===== config.mk =====
export PLATFORM = sky130hd
export DESIGN_NAME = pc_ir_unit_flat
export DESIGN_NICKNAME = d
export VERILOG_FILES = /design/src/rtl/cpu_pkg.sv /design/src/rtl/pc_ir_unit_if.sv /design/src/rtl/pc_ir_unit_en_reg.sv /design/src/rtl/pc_ir_unit.sv /design/src/flat_wrapper.sv
export SDC_FILE = /design/constraint.sdc
export NUM_CORES = 1
export LEC_CHECK = 0
export CAP_MARGIN = 20
export CORE_MARGIN = 2
export CORE_UTILIZATION = 42
export CTS_CLUSTER_SIZE = 40
export DETAILED_ROUTE_END_ITERATION = 12
export PLACE_DENSITY = 0.84
export SYNTH_ARGS = -nofsm -noshare
export SYNTH_HDL_FRONTEND = slang
export SYNTH_SLANG_ARGS = --single-unit

===== constraint.sdc =====
create_clock -name clk -period 6.4 [get_ports clk]
set_input_delay 1.6 -clock clk [delete_from_list [all_inputs] [get_ports clk]]
set_output_delay 1.6 -clock clk [all_outputs]
set_load 0.005 [all_outputs]

===== src/rtl/cpu_pkg.sv =====
// cpu_pkg: shared PC-source encodings, opcode constants and reset PC default
package cpu_pkg;
    typedef enum logic [1:0] {
        PCSRC_ALU    = 2'b00,
        PCSRC_ALUOUT = 2'b01,
        PCSRC_JUMP   = 2'b10,
        PCSRC_HOLD   = 2'b11
    } pcsrc_e;

    localparam logic [5:0] OP_RTYPE = 6'h00;
    localparam logic [5:0] OP_J     = 6'h02;
    localparam logic [5:0] OP_BEQ   = 6'h04;
    localparam logic [5:0] OP_ADDI  = 6'h08;
    localparam logic [5:0] OP_LW    = 6'h23;
    localparam logic [5:0] OP_SW    = 6'h2B;

    localparam logic [31:0] DEFAULT_RESET_PC = 32'h0000_0000;
endpackage


===== src/rtl/pc_ir_unit_if.sv =====
// pc_ir_unit_if: controller strobes, ALU/memory buses and decoded IR fields
interface pc_ir_unit_if;
    logic        PCWrite;
    logic        PCWriteCond;
    logic        Zero;
    logic [1:0]  PCSource;
    logic        IorD;
    logic        IRWrite;
    logic [31:0] alu_result;
    logic [31:0] mem_rdata;
    logic [31:0] mem_addr;
    logic [31:0] pc;
    logic [31:0] instr;
    logic [5:0]  opcode;
    logic [5:0]  funct;
    logic [4:0]  rs;
    logic [4:0]  rt;
    logic [4:0]  rd;
    logic [4:0]  shamt;
    logic [15:0] imm16;
    logic [31:0] mdr;
    logic [31:0] alu_out;
    logic [31:0] fetch_count;
    logic        misalign_err;

    modport master (
        output PCWrite, PCWriteCond, Zero, PCSource, IorD, IRWrite, alu_result, mem_rdata,
        input  mem_addr, pc, instr, opcode, funct, rs, rt, rd, shamt, imm16, mdr, alu_out,
               fetch_count, misalign_err
    );

    modport slave (
        input  PCWrite, PCWriteCond, Zero, PCSource, IorD, IRWrite, alu_result, mem_rdata,
        output mem_addr, pc, instr, opcode, funct, rs, rt, rd, shamt, imm16, mdr, alu_out,
               fetch_count, misalign_err
    );
endinterface


===== src/rtl/pc_ir_unit_en_reg.sv =====
// en_reg: parameterised-width register with async active-high reset and load enable
module en_reg #(
    parameter int          W       = 32,
    parameter logic [W-1:0] RST_VAL = '0
) (
    input  logic         clk,
    input  logic         reset,
    input  logic         en,
    input  logic [W-1:0] d,
    output logic [W-1:0] q
);
    // load d when enabled, jump to the reset value immediately on reset
    always_ff @(posedge clk or posedge reset) begin
        if (reset) q <= RST_VAL;
        else if (en) q <= d;
    end
endmodule


===== src/rtl/pc_ir_unit.sv =====
// pc_ir_unit: PC/IR/MDR/ALUOut register block of the multi-cycle MIPS datapath
// Optional PC_ALIGN_CHECK_EN: refuse misaligned PC loads and raise sticky misalign_err.
module pc_ir_unit
    import cpu_pkg::*;
#(
    parameter int              XLEN     = 32,
    parameter logic [XLEN-1:0] RESET_PC = DEFAULT_RESET_PC
) (
    input logic         clk,
    input logic         reset,
    pc_ir_unit_if.slave bus
);
    logic [XLEN-1:0] pc_q, ir_q, mdr_q, alu_out_q, fc_q, next_pc;
    logic            pc_en, pc_ld;

    // next-PC select; the jump target uses the already-incremented PC
    always_comb begin
        pc_en   = bus.PCWrite | (bus.PCWriteCond & bus.Zero);
        next_pc = bus.PCSource == PCSRC_ALU    ? bus.alu_result :
                  bus.PCSource == PCSRC_ALUOUT ? alu_out_q :
                  bus.PCSource == PCSRC_JUMP   ? {pc_q[31:28], ir_q[25:0], 2'b00} : pc_q;
`ifdef PC_ALIGN_CHECK_EN
        pc_ld   = pc_en & (next_pc[1:0] == 2'b00);
`else
        pc_ld   = pc_en;
`endif
    end

    en_reg #(.W(XLEN), .RST_VAL(RESET_PC)) u_pc (
        .clk(clk), .reset(reset), .en(pc_ld), .d(next_pc), .q(pc_q));

    en_reg #(.W(XLEN)) u_ir (
        .clk(clk), .reset(reset), .en(bus.IRWrite), .d(bus.mem_rdata), .q(ir_q));

    en_reg #(.W(XLEN)) u_mdr (
        .clk(clk), .reset(reset), .en(1'b1), .d(bus.mem_rdata), .q(mdr_q));

    en_reg #(.W(XLEN)) u_alu_out (
        .clk(clk), .reset(reset), .en(1'b1), .d(bus.alu_result), .q(alu_out_q));

    en_reg #(.W(XLEN)) u_fetch_count (
        .clk(clk), .reset(reset), .en(bus.IRWrite), .d(fc_q + XLEN'(1)), .q(fc_q));

`ifdef PC_ALIGN_CHECK_EN
    logic err_q;
    // sticky misaligned-load flag, cleared only by reset
    always_ff @(posedge clk or posedge reset) begin
        if (reset) err_q <= 1'b0;
        else if (pc_en && next_pc[1:0] != 2'b00) err_q <= 1'b1;
    end
    assign bus.misalign_err = err_q;
`else
    assign bus.misalign_err = 1'b0;
`endif

    assign bus.mem_addr    = bus.IorD ? alu_out_q : pc_q;
    assign bus.pc          = pc_q;
    assign bus.instr       = ir_q;
    assign bus.opcode      = ir_q[31:26];
    assign bus.rs          = ir_q[25:21];
    assign bus.rt          = ir_q[20:16];
    assign bus.rd          = ir_q[15:11];
    assign bus.shamt       = ir_q[10:6];
    assign bus.funct       = ir_q[5:0];
    assign bus.imm16       = ir_q[15:0];
    assign bus.mdr         = mdr_q;
    assign bus.alu_out     = alu_out_q;
    assign bus.fetch_count = fc_q;
endmodule

===== src/flat_wrapper.sv =====
// flat-port wrapper written by rule: the top's interface ports become plain ports
module pc_ir_unit_flat import cpu_pkg::*;
#(
    parameter int              XLEN     = 32,
    parameter logic [XLEN-1:0] RESET_PC = DEFAULT_RESET_PC
)
  (clk, reset, bus_PCWrite, bus_PCWriteCond, bus_Zero, bus_PCSource, bus_IorD, bus_IRWrite, bus_alu_result, bus_mem_rdata, bus_mem_addr, bus_pc, bus_instr, bus_opcode, bus_funct, bus_rs, bus_rt, bus_rd, bus_shamt, bus_imm16, bus_mdr, bus_alu_out, bus_fetch_count, bus_misalign_err);
  pc_ir_unit_if bus_i ();
  input logic clk;
  input logic reset;
  input wire logic [$bits(bus_i.PCWrite)-1:0] bus_PCWrite;
  input wire logic [$bits(bus_i.PCWriteCond)-1:0] bus_PCWriteCond;
  input wire logic [$bits(bus_i.Zero)-1:0] bus_Zero;
  input wire logic [$bits(bus_i.PCSource)-1:0] bus_PCSource;
  input wire logic [$bits(bus_i.IorD)-1:0] bus_IorD;
  input wire logic [$bits(bus_i.IRWrite)-1:0] bus_IRWrite;
  input wire logic [$bits(bus_i.alu_result)-1:0] bus_alu_result;
  input wire logic [$bits(bus_i.mem_rdata)-1:0] bus_mem_rdata;
  output wire logic [$bits(bus_i.mem_addr)-1:0] bus_mem_addr;
  output wire logic [$bits(bus_i.pc)-1:0] bus_pc;
  output wire logic [$bits(bus_i.instr)-1:0] bus_instr;
  output wire logic [$bits(bus_i.opcode)-1:0] bus_opcode;
  output wire logic [$bits(bus_i.funct)-1:0] bus_funct;
  output wire logic [$bits(bus_i.rs)-1:0] bus_rs;
  output wire logic [$bits(bus_i.rt)-1:0] bus_rt;
  output wire logic [$bits(bus_i.rd)-1:0] bus_rd;
  output wire logic [$bits(bus_i.shamt)-1:0] bus_shamt;
  output wire logic [$bits(bus_i.imm16)-1:0] bus_imm16;
  output wire logic [$bits(bus_i.mdr)-1:0] bus_mdr;
  output wire logic [$bits(bus_i.alu_out)-1:0] bus_alu_out;
  output wire logic [$bits(bus_i.fetch_count)-1:0] bus_fetch_count;
  output wire logic [$bits(bus_i.misalign_err)-1:0] bus_misalign_err;
  assign bus_i.PCWrite = bus_PCWrite;
  assign bus_i.PCWriteCond = bus_PCWriteCond;
  assign bus_i.Zero = bus_Zero;
  assign bus_i.PCSource = bus_PCSource;
  assign bus_i.IorD = bus_IorD;
  assign bus_i.IRWrite = bus_IRWrite;
  assign bus_i.alu_result = bus_alu_result;
  assign bus_i.mem_rdata = bus_mem_rdata;
  assign bus_mem_addr = bus_i.mem_addr;
  assign bus_pc = bus_i.pc;
  assign bus_instr = bus_i.instr;
  assign bus_opcode = bus_i.opcode;
  assign bus_funct = bus_i.funct;
  assign bus_rs = bus_i.rs;
  assign bus_rt = bus_i.rt;
  assign bus_rd = bus_i.rd;
  assign bus_shamt = bus_i.shamt;
  assign bus_imm16 = bus_i.imm16;
  assign bus_mdr = bus_i.mdr;
  assign bus_alu_out = bus_i.alu_out;
  assign bus_fetch_count = bus_i.fetch_count;
  assign bus_misalign_err = bus_i.misalign_err;
  pc_ir_unit #(.XLEN(XLEN), .RESET_PC(RESET_PC)) u_core (.clk(clk), .reset(reset), .bus(bus_i));
endmodule

==> metrics.md <==
| Metric | Value |
|---|---|
| Status | `complete, no violations` |
| Post-CTS setup buffer count | `0` |
| Finished Layout Cells | `1,029` |
| Reg-to-reg setup timing slack | `4.39 ns` |
| Worst r2r path cells | `4` |
| DP HPWL | `13,340 um` |
| H-tree depth | `4` |
| # diodes | `0` |
| Synthesized area per cell | `between 10 and 15 sq um` |
| Rows | `46` |
| Fin crit share | `74.78%` |
| Area Overhead vs Synth | `52.18%` |
| First-pass GRT wire length | `28,010 um` |
| R2r endpoint | `u_core.u_fetch_count.q[26]` |
| Die Wd | `130.8 um` |
| Total clock sinks | `160` |
| Distinct cell type count after synthesis | `31` |
| WS Path Type | `input port to output port` |
| CTS tree | `built` |
| Final Hold Vio Count | `0` |
| Num CTS Buffers | `17` |
| Largest net degree at the start of global routing | `just over 80` |
| Maxcap violations | `0` |
| Share of cells above drive strength 1 | `13.28%` |
| Gpl congestion | `0.8155` |
| Worst-Margin Slew | `0.9601 ns` |
| Root buffer cell | `clkbuf_16` |
| Post-synth net total | `613` |
| Initial antenna violation count | `0` |
| Post-route minimum period | `4.786 ns` |
| Crit path max fanout | `32` |
| PwrDens | `271.8 mW/mm^2` |
| Post-synth EDFFs | `0` |
| Reg2Reg Launch Point | `u_core.u_fetch_count.q[11]` |
| Required time of the critical path | `4.80 ns` |
| Setup TNS | `0 ns` |
| Dominant synthesized flop cell | `dfrtp_1` |
| Initial Util | `42.66%` |
| Share of the synthesized area in the top cell type | `59.29%` |
| Number of global-route vias before repair | `5,116` |
| Overflow after GRT | `0` |
| PostCTS Resize Cnt | `0` |
| Die Ht | `130.8 um` |
| RSZ-0062 raised after global routing | `false` |
| Die ar. | `0.01711 sq mm` |
| DR vias/cell | `4.948` |
| Clock Pin Slew Worst Setup and Hold Paths | `0.06 ns` |
| Tightest Hold Check Type | `flip-flop to flip-flop` |
| Total routed wirelength | `18,610 um` |
| GRT Util Overall | `21.55%` |
| CP Capture Type | `output port` |
| Final Net Count | `approximately 870` |
| Syn Inst Count | `539` |
| YS warnings | `0` |
| Slew headroom | `35.99%` |
| Clock latency at the later pin of the worst-skew pair | `0.42 ns` |
| DRC | `0` |
| Post-Syn Area | `between 0.006 and 0.007 sq mm` |
| DR iter-0 viols | `271` |
| Synth cell count leaders | `dfrtp_1 (160), mux2_2 (57), buf_4 (49), nand2_1 (36), mux2i_1 (32)` |
| Core area | `0.01583 sq mm` |
| Yosys top cell by area | `dfrtp_1` |
| CP Data Arrival Time | `approximately 3.2 ns` |
| Final ANT Viol Nets | `0` |
| F_max | `around 0.21 GHz` |
| Worst hold slack | `roughly 0.47 ns` |
| CTS max path bufs | `2` |
| Hold endpoint | `u_core.u_fetch_count.q[31]` |
| Hold Path Origin | `u_core.u_fetch_count.q[31]` |
| Max-slew violation count | `0` |
| Hold path cells | `1` |
| Vias post-DR | `5,092` |
| Most frequent cell after synthesis | `dfrtp_1` |
| VDD IR max | `about 0.17 mV` |
| Crit path launch type | `input port` |
| Post-DP Area | `0.009684 sq mm` |
| Final setup fails | `0` |
| Hold-fix buffers, CTS | `0` |
| I/O pins | `314` |
| Placed cells | `997` |
| Clock skew | `0.008128 ns` |
| Async SR Flop Fraction | `100.0%` |
| DR WL/cell | `approximately 18 um` |
| PortBufs | `312` |
| FF+latch count, synth | `160` |
| Area contributors post-synth | `dfrtp_1 (59%), mux2_2 (9.5%), buf_4 (5.4%), mux2i_1 (4.7%), xnor2_1 (3.0%)` |
| Final instance area | `0.01028 sq mm` |
| Register area share after synthesis | `59.29%` |
| P_leak | `4.362 nW` |
| Detailed Routing Iterations Pass 1 | `4` |
==> how the worst max path moves through the flow <==
stage,startpoint,endpoint,slack (ns),cells past startpoint
global route,bus_IorD,bus_mem_addr[21],1.55,3
global placement,bus_IorD,bus_mem_addr[12],1.67,3
CTS,bus_IorD,bus_mem_addr[12],1.60,3
finish,bus_IorD,bus_mem_addr[12],1.61,3
detailed placement,bus_IorD,bus_mem_addr[12],1.61,3
floorplan,reset,u_core.u_alu_out.q[0],0.48,1
==> placed cells by master, fill, tap and decap left out, types with 8 or more instances in the layout <==
cell             count
nand2_1             36
clkbuf_16           17
xor2_1               8
xnor2_1             23
mux2_2              57
mux2_1               8
clkdlybuf4s50_1    308
a21oi_1             26
mux2i_1             32
dfrtp_1            160
nand3_1             10
o21ai_0             30
nor2_1              30
nand4_1             13
==> sequential cells by signal (all words and copies together), names as in the netlist <==
signal / count
u_core.u_alu_out.q: 32
u_core.u_fetch_count.q: 32
u_core.u_mdr.q: 32
u_core.u_pc.q: 32
u_core.u_ir.q: 32
==> metal layers <==
layer | vias up | global-route usage [%] | wire, um
met2 | 187 | 37.07 | 9645
li1 | 2338 | - | -
met5 | - | 0 | 0
met1 | 2545 | 26.20 | 7409
met4 | 0 | 7.447 | 333
met3 | 22 | 5.985 | 1216
==> critical path, stage by stage <==
cell	delay, ns
buf_2	0.68
mux2_2	0.42
clkdlybuf4s50_1	0.46
==> cell families after synthesis <==
logic type      after synthesis  share of synthesized area (%)
simple gates                107                          8.449
buf+inv                      78                          7.356
other cells                   1                        0.05553
compound gates               64                          5.058
mux                          97                          15.58
xor+xnor                     31                          4.021
flops                       160                          59.29
fa+ha+maj                     1                         0.1853
==> layout make-up <==
class | instances | area [sq um]
multi-input cells | 301 | 2253
repair buffers | 317 | 3141
fillers | 1246 | 5552
flip-flops and latches | 160 | 4004
inverters | 3 | 16.27
well taps | 216 | 270.3
clock buffers | 21 | 460.4
clock inverters | 11 | 131.4
==> stage by stage <==
step	utilization [%]	setup WS, ns	power (mW)
finish	64.92	1.614	2.793
global route	64.92	1.547	2.914
CTS	64.92	1.605	2.820
detailed placement	61.19	1.611	1.814
global placement	61.19	1.667	1.797
floorplan	-	0.4801	1.439
==> power by group <==
part / switching (mW) / internal (mW)
clock: 0.405 / 0.599
combinational: 0.211 / 0.369
sequential: 0.105 / 1.10
total: 0.720 / 2.07
(Power assumes the default switching activity.)
